[config.mk]
export PLATFORM = sky130hd
export DESIGN_NAME = vend_ctrl_flat
export DESIGN_NICKNAME = d
export VERILOG_FILES = /design/src/rtl/vend_pkg.sv /design/src/rtl/vend_ctrl_if.sv /design/src/rtl/vend_stock_bank.sv /design/src/rtl/vend_ctrl.sv /design/src/flat_wrapper.sv
export SDC_FILE = /design/constraint.sdc
export NUM_CORES = 1
export LEC_CHECK = 0
export ABC_AREA = 1
export BUFFER_PORTS_ARGS = -buffer_cell sky130_fd_sc_hd__buf_4
export CAP_MARGIN = 20
export CORE_MARGIN = 2
export CORE_UTILIZATION = 50
export CTS_CLUSTER_DIAMETER = 200
export DETAILED_ROUTE_END_ITERATION = 10
export PLACE_DENSITY = 0.71
export SLEW_MARGIN = 20
export SYNTH_ARGS = -nofsm -noshare
export SYNTH_HDL_FRONTEND = slang
export SYNTH_HIERARCHICAL = 1
export SYNTH_SLANG_ARGS = --single-unit
[constraint.sdc]
create_clock -name clk -period 4.1 [get_ports clk]
set_input_delay 1.025 -clock clk [delete_from_list [all_inputs] [get_ports clk]]
set_output_delay 1.025 -clock clk [all_outputs]
set_load 0.02 [all_outputs]
[src/rtl/vend_pkg.sv]
// vend_pkg: shared types and helpers for the vending controller.
//   state_e  - controller FSM states
//   total_w  - width of summed-price / change values
//   sat_add  - unsigned add clipped to an upper limit
package vend_pkg;

    typedef enum logic [2:0] {
        StSelect,
        StCheck,
        StPay,
        StVend,
        StRefund
    } state_e;

    // A sum of n_items prices of credit_w bits never exceeds credit_w + clog2(n_items) bits.
    function automatic int unsigned total_w(input int unsigned n_items,
                                            input int unsigned credit_w);
        return credit_w + $clog2(n_items);
    endfunction

    function automatic int unsigned sat_add(input int unsigned a,
                                            input int unsigned b,
                                            input int unsigned limit);
        int unsigned s;
        s = a + b;
        return (s > limit) ? limit : s;
    endfunction

endpackage

[src/rtl/vend_ctrl_if.sv]
// vend_ctrl_if: front-panel bus of the vending controller.
//   master modport - selection/coin/restock stimulus out, status in (debouncers/display side)
//   slave modport  - the controller itself
interface vend_ctrl_if
    import vend_pkg::*;
#(
    parameter int unsigned N_ITEMS  = 4,
    parameter int unsigned CREDIT_W = 8,
    parameter int unsigned STOCK_W  = 6
);
    localparam int unsigned TOTAL_W = total_w(N_ITEMS, CREDIT_W);
    localparam int unsigned IDX_W   = $clog2(N_ITEMS);

    logic [N_ITEMS*CREDIT_W-1:0] price;
    logic [N_ITEMS-1:0]          sel_mask;
    logic                        confirm;
    logic                        cancel;
    logic                        coin_valid;
    logic [CREDIT_W-1:0]         coin_value;
    logic                        restock_valid;
    logic [IDX_W-1:0]            restock_idx;
    logic [STOCK_W-1:0]          restock_qty;

    logic [CREDIT_W-1:0]         credit;
    logic [TOTAL_W-1:0]          total_due;
    logic [TOTAL_W-1:0]          change;
    logic                        change_valid;
    logic [N_ITEMS-1:0]          vend_mask;
    logic                        vend_valid;
    logic                        sold_out;
    logic                        short_funds;
    logic                        coin_reject;
    logic [N_ITEMS*STOCK_W-1:0]  stock;
    logic                        busy;

    modport master (
        output price, sel_mask, confirm, cancel, coin_valid, coin_value,
               restock_valid, restock_idx, restock_qty,
        input  credit, total_due, change, change_valid, vend_mask, vend_valid,
               sold_out, short_funds, coin_reject, stock, busy
    );

    modport slave (
        input  price, sel_mask, confirm, cancel, coin_valid, coin_value,
               restock_valid, restock_idx, restock_qty,
        output credit, total_due, change, change_valid, vend_mask, vend_valid,
               sold_out, short_funds, coin_reject, stock, busy
    );

endinterface

[src/rtl/vend_stock_bank.sv]
// vend_stock_bank: per-item stock counters.
//   clk, reset     - clock, asynchronous active-high reset (loads INIT_STOCK)
//   restock_*      - add restock_qty to item restock_idx, saturating; idx >= N_ITEMS ignored
//   dec_mask       - decrement every flagged item by one this cycle
//   stock          - packed counters, item i at [i*STOCK_W +: STOCK_W]
//   zero           - per-item "stock is 0" flags
module vend_stock_bank
    import vend_pkg::*;
#(
    parameter int unsigned N_ITEMS    = 4,
    parameter int unsigned STOCK_W    = 6,
    parameter int unsigned INIT_STOCK = 3
) (
    input  logic                       clk,
    input  logic                       reset,
    input  logic                       restock_valid,
    input  logic [$clog2(N_ITEMS)-1:0] restock_idx,
    input  logic [STOCK_W-1:0]         restock_qty,
    input  logic [N_ITEMS-1:0]         dec_mask,
    output logic [N_ITEMS*STOCK_W-1:0] stock,
    output logic [N_ITEMS-1:0]         zero
);

    localparam int unsigned StockMax = (32'd1 << STOCK_W) - 32'd1;

    logic [STOCK_W-1:0] cnt_q [N_ITEMS];
    logic [STOCK_W-1:0] cnt_d [N_ITEMS];
    logic [STOCK_W-1:0] add   [N_ITEMS];

    always_comb begin
        for (int i = 0; i < N_ITEMS; i++) begin
            add[i] = (restock_valid && (int'(restock_idx) == i)) ? restock_qty : '0;
            // Decrement before clipping so that stock + qty - 1 saturates as one value.
            if (dec_mask[i] && (cnt_q[i] != '0)) begin
                cnt_d[i] = STOCK_W'(sat_add(32'(cnt_q[i]) - 32'd1, 32'(add[i]), StockMax));
            end else begin
                cnt_d[i] = STOCK_W'(sat_add(32'(cnt_q[i]), 32'(add[i]), StockMax));
            end
        end
    end

    always_ff @(posedge clk or posedge reset) begin
        if (reset) begin
            for (int i = 0; i < N_ITEMS; i++) begin
                cnt_q[i] <= STOCK_W'(INIT_STOCK);
            end
        end else begin
            for (int i = 0; i < N_ITEMS; i++) begin
                cnt_q[i] <= cnt_d[i];
            end
        end
    end

    always_comb begin
        for (int i = 0; i < N_ITEMS; i++) begin
            stock[i*STOCK_W +: STOCK_W] = cnt_q[i];
            zero[i]                     = (cnt_q[i] == '0);
        end
    end

endmodule

[src/rtl/vend_ctrl.sv]
// vend_ctrl: vending controller top.
//   clk, reset - clock, asynchronous active-high reset
//   bus        - vend_ctrl_if.slave: selection, coins, restock in; credit, due, change,
//                dispense/status pulses, stock and busy out (all registered)
// Flow: SELECT -> CHECK -> PAY -> VEND / REFUND -> SELECT. Dispense and change pulses are
// issued on the edge that enters VEND/REFUND; those states then clear the transaction.
module vend_ctrl
    import vend_pkg::*;
#(
    parameter int unsigned N_ITEMS     = 4,
    parameter int unsigned CREDIT_W    = 8,
    parameter int unsigned STOCK_W     = 6,
    parameter int unsigned INIT_STOCK  = 3,
    parameter int unsigned TIMEOUT_CYC = 1000
) (
    input logic        clk,
    input logic        reset,
    vend_ctrl_if.slave bus
);

    localparam int unsigned TOTAL_W = total_w(N_ITEMS, CREDIT_W);
    localparam int unsigned TimerW  = $clog2(TIMEOUT_CYC);

    state_e               state_q, state_d;
    logic [N_ITEMS-1:0]   sel_q, sel_d;
    logic [CREDIT_W-1:0]  credit_q, credit_d;
    logic [TOTAL_W-1:0]   total_due_q, total_due_d;
    logic [TOTAL_W-1:0]   change_q, change_d;
    logic                 change_valid_q, change_valid_d;
    logic [N_ITEMS-1:0]   vend_mask_q, vend_mask_d;
    logic                 vend_valid_q, vend_valid_d;
    logic                 sold_out_q, sold_out_d;
    logic                 short_funds_q, short_funds_d;
    logic                 coin_reject_q, coin_reject_d;
    logic                 busy_q;
    logic [TimerW-1:0]    timer_q, timer_d;

    logic [N_ITEMS-1:0]   dec_mask;
    logic [N_ITEMS-1:0]   stock_zero;
    logic [CREDIT_W:0]    coin_sum;
    logic [CREDIT_W-1:0]  credit_acc;
    logic [TOTAL_W-1:0]   price_sum;
    logic                 take_coin;
    logic                 go_refund;

    vend_stock_bank #(
        .N_ITEMS    (N_ITEMS),
        .STOCK_W    (STOCK_W),
        .INIT_STOCK (INIT_STOCK)
    ) u_stock_bank (
        .clk           (clk),
        .reset         (reset),
        .restock_valid (bus.restock_valid),
        .restock_idx   (bus.restock_idx),
        .restock_qty   (bus.restock_qty),
        .dec_mask      (dec_mask),
        .stock         (bus.stock),
        .zero          (stock_zero)
    );

    assign coin_sum = {1'b0, credit_q} + {1'b0, bus.coin_value};

    always_comb begin
        price_sum = '0;
        for (int i = 0; i < N_ITEMS; i++) begin
            if (sel_q[i]) begin
                price_sum = price_sum + TOTAL_W'(bus.price[i*CREDIT_W +: CREDIT_W]);
            end
        end
    end

    always_comb begin
        state_d        = state_q;
        sel_d          = sel_q;
        total_due_d    = total_due_q;
        change_d       = change_q;
        change_valid_d = 1'b0;
        vend_mask_d    = vend_mask_q;
        vend_valid_d   = 1'b0;
        sold_out_d     = 1'b0;
        short_funds_d  = 1'b0;
        coin_reject_d  = 1'b0;
        timer_d        = timer_q;
        dec_mask       = '0;
        go_refund      = 1'b0;
        credit_acc     = credit_q;

        // A coin arriving with cancel in CHECK/PAY is dropped silently.
        take_coin = bus.coin_valid &&
                    !(bus.cancel && ((state_q == StCheck) || (state_q == StPay)));
        if (take_coin) begin
            if ((state_q == StVend) || (state_q == StRefund) || coin_sum[CREDIT_W]) begin
                coin_reject_d = 1'b1;
            end else begin
                credit_acc = coin_sum[CREDIT_W-1:0];
            end
        end
        credit_d = credit_acc;

        unique case (state_q)
            StSelect: begin
                if (bus.cancel) begin
                    sel_d = '0;
                end else begin
                    sel_d = sel_q | bus.sel_mask;
                    if (bus.confirm && ((sel_q | bus.sel_mask) != '0)) begin
                        state_d  = StCheck;
                        change_d = '0;
                    end
                end
            end
            StCheck: begin
                total_due_d = price_sum;
                if (bus.cancel) begin
                    go_refund = 1'b1;
                end else if ((sel_q & stock_zero) != '0) begin
                    sold_out_d = 1'b1;
                    go_refund  = 1'b1;
                end else begin
                    state_d = StPay;
                    timer_d = '0;
                end
            end
            StPay: begin
                if (bus.cancel) begin
                    go_refund = 1'b1;
                end else if (bus.confirm) begin
                    timer_d = '0;
                    if (TOTAL_W'(credit_acc) >= total_due_q) begin
                        state_d        = StVend;
                        vend_valid_d   = 1'b1;
                        vend_mask_d    = sel_q;
                        change_d       = TOTAL_W'(credit_acc) - total_due_q;
                        change_valid_d = 1'b1;
                    end else begin
                        short_funds_d = 1'b1;
                    end
                end else if (bus.coin_valid) begin
                    timer_d = '0;
                end else if (timer_q == TimerW'(TIMEOUT_CYC - 1)) begin
                    go_refund = 1'b1;
                end else begin
                    timer_d = timer_q + TimerW'(1);
                end
            end
            StVend: begin
                dec_mask    = sel_q;
                credit_d    = '0;
                sel_d       = '0;
                total_due_d = '0;
                state_d     = StSelect;
            end
            StRefund: begin
                credit_d    = '0;
                sel_d       = '0;
                total_due_d = '0;
                state_d     = StSelect;
            end
            default: state_d = StSelect;
        endcase

        if (go_refund) begin
            state_d        = StRefund;
            change_d       = TOTAL_W'(credit_acc);
            change_valid_d = 1'b1;
        end
    end

    always_ff @(posedge clk or posedge reset) begin
        if (reset) begin
            state_q        <= StSelect;
            sel_q          <= '0;
            credit_q       <= '0;
            total_due_q    <= '0;
            change_q       <= '0;
            change_valid_q <= 1'b0;
            vend_mask_q    <= '0;
            vend_valid_q   <= 1'b0;
            sold_out_q     <= 1'b0;
            short_funds_q  <= 1'b0;
            coin_reject_q  <= 1'b0;
            busy_q         <= 1'b0;
            timer_q        <= '0;
        end else begin
            state_q        <= state_d;
            sel_q          <= sel_d;
            credit_q       <= credit_d;
            total_due_q    <= total_due_d;
            change_q       <= change_d;
            change_valid_q <= change_valid_d;
            vend_mask_q    <= vend_mask_d;
            vend_valid_q   <= vend_valid_d;
            sold_out_q     <= sold_out_d;
            short_funds_q  <= short_funds_d;
            coin_reject_q  <= coin_reject_d;
            busy_q         <= (state_d != StSelect);
            timer_q        <= timer_d;
        end
    end

    assign bus.credit       = credit_q;
    assign bus.total_due    = total_due_q;
    assign bus.change       = change_q;
    assign bus.change_valid = change_valid_q;
    assign bus.vend_mask    = vend_mask_q;
    assign bus.vend_valid   = vend_valid_q;
    assign bus.sold_out     = sold_out_q;
    assign bus.short_funds  = short_funds_q;
    assign bus.coin_reject  = coin_reject_q;
    assign bus.busy         = busy_q;

endmodule

[src/flat_wrapper.sv]
// flat-port wrapper written by rule: the top's interface ports become plain ports
module vend_ctrl_flat import vend_pkg::*;
#(
    parameter int unsigned N_ITEMS     = 4,
    parameter int unsigned CREDIT_W    = 8,
    parameter int unsigned STOCK_W     = 6,
    parameter int unsigned INIT_STOCK  = 3,
    parameter int unsigned TIMEOUT_CYC = 1000
)
  (clk, reset, bus_price, bus_sel_mask, bus_confirm, bus_cancel, bus_coin_valid, bus_coin_value, bus_restock_valid, bus_restock_idx, bus_restock_qty, bus_credit, bus_total_due, bus_change, bus_change_valid, bus_vend_mask, bus_vend_valid, bus_sold_out, bus_short_funds, bus_coin_reject, bus_stock, bus_busy);
  vend_ctrl_if #(.N_ITEMS(N_ITEMS), .CREDIT_W(CREDIT_W), .STOCK_W(STOCK_W)) bus_i ();
  input logic clk;
  input logic reset;
  input wire logic [$bits(bus_i.price)-1:0] bus_price;
  input wire logic [$bits(bus_i.sel_mask)-1:0] bus_sel_mask;
  input wire logic [$bits(bus_i.confirm)-1:0] bus_confirm;
  input wire logic [$bits(bus_i.cancel)-1:0] bus_cancel;
  input wire logic [$bits(bus_i.coin_valid)-1:0] bus_coin_valid;
  input wire logic [$bits(bus_i.coin_value)-1:0] bus_coin_value;
  input wire logic [$bits(bus_i.restock_valid)-1:0] bus_restock_valid;
  input wire logic [$bits(bus_i.restock_idx)-1:0] bus_restock_idx;
  input wire logic [$bits(bus_i.restock_qty)-1:0] bus_restock_qty;
  output wire logic [$bits(bus_i.credit)-1:0] bus_credit;
  output wire logic [$bits(bus_i.total_due)-1:0] bus_total_due;
  output wire logic [$bits(bus_i.change)-1:0] bus_change;
  output wire logic [$bits(bus_i.change_valid)-1:0] bus_change_valid;
  output wire logic [$bits(bus_i.vend_mask)-1:0] bus_vend_mask;
  output wire logic [$bits(bus_i.vend_valid)-1:0] bus_vend_valid;
  output wire logic [$bits(bus_i.sold_out)-1:0] bus_sold_out;
  output wire logic [$bits(bus_i.short_funds)-1:0] bus_short_funds;
  output wire logic [$bits(bus_i.coin_reject)-1:0] bus_coin_reject;
  output wire logic [$bits(bus_i.stock)-1:0] bus_stock;
  output wire logic [$bits(bus_i.busy)-1:0] bus_busy;
  assign bus_i.price = bus_price;
  assign bus_i.sel_mask = bus_sel_mask;
  assign bus_i.confirm = bus_confirm;
  assign bus_i.cancel = bus_cancel;
  assign bus_i.coin_valid = bus_coin_valid;
  assign bus_i.coin_value = bus_coin_value;
  assign bus_i.restock_valid = bus_restock_valid;
  assign bus_i.restock_idx = bus_restock_idx;
  assign bus_i.restock_qty = bus_restock_qty;
  assign bus_credit = bus_i.credit;
  assign bus_total_due = bus_i.total_due;
  assign bus_change = bus_i.change;
  assign bus_change_valid = bus_i.change_valid;
  assign bus_vend_mask = bus_i.vend_mask;
  assign bus_vend_valid = bus_i.vend_valid;
  assign bus_sold_out = bus_i.sold_out;
  assign bus_short_funds = bus_i.short_funds;
  assign bus_coin_reject = bus_i.coin_reject;
  assign bus_stock = bus_i.stock;
  assign bus_busy = bus_i.busy;
  vend_ctrl #(.N_ITEMS(N_ITEMS), .CREDIT_W(CREDIT_W), .STOCK_W(STOCK_W), .INIT_STOCK(INIT_STOCK), .TIMEOUT_CYC(TIMEOUT_CYC)) u_core (.clk(clk), .reset(reset), .bus(bus_i));
endmodule
==> impl_metrics.tcl <==
set metrics [dict create \
    cts_tree "yes" \
    netlist_area_sq_mm 0.00888 \
    startpoint_type "input port" \
    gp_congestion 0.992 \
    ff2ff_path_depth 29 \
    design_power_total_w 0.00802 \
    period_needed_ps 4020 \
    register_area_sq_mm 0.00199 \
    regToRegEndpoint "u_core/bus.total_due[9]" \
    cp_common_cell "nand2_1" \
    synthCells 1382 \
    worst_pin_slew_ps 855 \
    rows 48 \
    synth_seq_area_share 0.224 \
    yosys-top-cells-area "dfrtp_1 20%, nand2_1 17%, ha_1 11%, inv_1 9.5%, nand3_1 7.7%" \
    syn2layout_area_growth_pct 26.8 \
    internal-power_w 0.00403 \
    die_x_um 137 \
    ys.flop_type "dfrtp_1" \
    ys_seq_elements 79 \
    root_buffer "clkbuf_16" \
    final_area_sq_mm 0.0113 \
    drt_first_pass_iters 5 \
    maxCapViolations 0 \
    clkSlewWorstSetupHoldPaths_ps 60 \
    grt_max_degree 41 \
    max-vdd-ir-drop_uv 343 \
    synth_fp_nets 1530 \
    core_area_sq_mm 0.0173 \
    cts_max_path_buffers 2 \
    grt_pass1_wl_um 39900 \
    fill_cells 1626 \
    rr_startpoint "u_core/sel_q[0]" \
    hold_viol 0 \
    slowest_delay_ps 380 \
    fin_nets 1740 \
    crit_path_end_kind "flop" \
    grt-ovfl-total 0 \
    synth_top_area_frac 0.200 \
    final_cells 1822 \
    antenna_found_initial 0 \
    fin_skew_ps 9.07 \
    setup_viol 0 \
    groute.usage.overall 0.266 \
    period_share 0.981 \
    clock-sinks 79 \
    numPlacedInstances 1802 \
    io_pins 120 \
    cp_slowest_cell "fa_2" \
    drcViolationCount 0 \
    drt-vias-per-instance 5.18 \
    combPwrFrac 0.721 \
    cts_buffers 9 \
    port_buffers 119 \
    status "finished, final reports clean" \
    synth_edf_count 0 \
    rsz0062_at_grt "yes" \
    multi_input_area_sq_mm 0.00616 \
    cp_top_family "simple AND/OR/NAND/NOR gates" \
    final_common_cell "nand2_1" \
    async_flop_share 1.00 \
    final_cell_mix "393 x nand2_1, 218 x inv_1, 210 x buf_4, 130 x nand3_1, 128 x nor2_1" \
    wl_per_cell_um 13.7 \
    path_max_fanout 3 \
    die_area_sq_mm 0.0188 \
    power_density_mw_per_mm2 713 \
    arrival_ps 4320 \
    diodes 0 \
    slew_viol_final 0 \
    via_count 9434 \
    drtAntennaViolNets 0 \
    critPathRequiredTime_ps 4390 \
    p_sw_w 0.00400 \
    start_util 0.513 \
    r2r_slack_ps 230 \
    pwr-share-seq 0.181 \
    fmax_mhz 249 \
    postSynthAreaPerCell_sq_um 6.42 \
    crit_type "in -> reg" \
    pwr-share-clk 0.098 \
    power_leakage_nw 6.36 \
    dieHeight_um 137 \
    crit_buf_inv 5 \
    crit_end "u_core/bus.total_due[9]" \
    clkLatencyLatePin_ps 360 \
    first_iter_violations 673 \
    drive_gt1_frac 0.234 \
    yosys.area.top_type "dfrtp_1" \
    yosys_warnings 6 \
    cp-startpoint "bus_price[0]" \
    post-dp-hpwl_um 20000 \
    slew_headroom 0.429 \
    swShare 0.498 \
    htreeDepth 3 \
    crit_cells 30 \
    synth_cell_types 48 \
    dpl-instance-area_sq_mm 0.0107 \
    first_global_vias 8582 \
    drt_wl_total_um 25000 \
    hold_path.class "reg -> reg" \
]
==> final cells by class <==
cell class | count | share of cell area
multi-input combinational | 1049 | 0.548
sequential | 79 | 0.177
timing repair buffer | 214 | 0.146
inverter | 239 | 0.0800
tap | 225 | 0.0250
clock buffer | 9 | 0.0200
clock inverter | 7 | 0.00489
==> sequential cells by signal, summed over array words and instances, names as in the netlist <==
signal                     count
u_core/u_stock_bank/stock     24
u_core/bus.change             10
u_core/bus.total_due          10
u_core/timer_q                10
u_core/bus.credit              8
u_core/bus.vend_mask           4
u_core/sel_q                   4
u_core/state_q                 3
u_core/bus.busy                1
u_core/bus.change_valid        1
u_core/bus.coin_reject         1
u_core/bus.short_funds         1
u_core/bus.sold_out            1
u_core/bus.vend_valid          1
==> power by group through the flow <==
stage                     registers, W  logic, W  clock network (W)
after floorplan                0.00162   0.00334                  0
after global placement         0.00145   0.00542                  0
after detailed placement       0.00146   0.00553                  0
after CTS                      0.00145   0.00557           0.000802
after global routing           0.00150   0.00647           0.000837
final                          0.00145   0.00579           0.000789
==> synthesized netlist by cell type, types with 2 or more instances <==
cell      number
nand3b_1       6
dfstp_2        8
a32oi_1        2
o211ai_1       2
nand4_1       25
and2_1         2
inv_2         13
a21oi_1       59
nand3_2       12
nand4_2        3
nor2_2        15
ha_1          77
nand2_1      407
nor2_1       129
a22oi_1        2
buf_2          6
a21o_1         6
nor3_1        10
nand3_4        2
a31oi_1        3
buf_4          4
or2_2          9
o21ai_1        3
a211oi_1       3
nor2_4         2
nand2_2       20
inv_1        225
fa_1          13
xnor2_1       15
o21bai_1       5
o21ai_0       36
dfrtp_1       71
xor2_1        26
nand3_1      137
nand4_4        3
or2_1          3
clkbuf_1       4
o21ai_2        2
o21a_1         3
==> what timing repair did <==
action,CTS,global route
hold endpoints to repair,0,0
endpoints found under the setup margin,2,18
buffers inserted,0,3
hold buffers,0,0
pin swaps,1,34
resized for setup,2,50
gates cloned,0,1
==> logic make-up after synthesis <==
kind of cell | after synthesis | share of synthesized area
fa+ha+maj | 90 | 0.138
simple gates | 788 | 0.402
buf+inv | 255 | 0.112
xor+xnor | 41 | 0.0405
flops | 79 | 0.224
compound gates | 129 | 0.0829
==> per-stage QoR <==
stage                     utilization  hold slack, ps  setup TNS, ps  setup slack [ps]
after global placement          0.620             466          -3190              -265
after floorplan                     -             464          -18.7             -18.7
final                           0.650             482              0              76.1
after detailed placement        0.620             469          -4700              -408
after global routing            0.650             509           -365              -118
after CTS                       0.637             486              0              9.79
==> worst reg2reg max path, delay by kind of cell (launching register included) <==
kind,cells,cell delay [ps]
AO/OA/AOI/OAI,1,200
XOR/XNOR,1,60
adder cells (fa/ha/maj),4,1050
buffers and inverters,4,220
flip-flops,1,550
AND/OR/NAND/NOR,19,1730
==> worst min path at each step <==
| stage | from | endpoint | slack [ps] | cells after the start |
|---|---|---|---|---|
| floorplan | u_core/timer_q[8] | u_core/timer_q[8] | 460 | 1 |
| CTS | u_core/bus.change[9] | u_core/bus.change[9] | 490 | 2 |
| detailed placement | u_core/bus.change[9] | u_core/bus.change[9] | 470 | 2 |
| global route | u_core/timer_q[8] | u_core/timer_q[8] | 510 | 1 |
| global placement | u_core/bus.change[9] | u_core/bus.change[9] | 470 | 2 |
| finish | u_core/bus.change[0] | u_core/bus.change[0] | 480 | 2 |
==> per-layer routing <==
layer / vias to the layer above / wire, um / share of wire / GRT usage
li1: 4814 / - / - / -
met1: 4295 / 11500 / 0.46 / 0.363
met2: 281 / 11500 / 0.46 / 0.439
met3: 44 / 1400 / 0.056 / 0.0327
met4: 0 / 509 / 0.020 / 0.0842
met5: - / 0 / 0 / 0
Note: power is estimated with default switching activity, not from simulation.
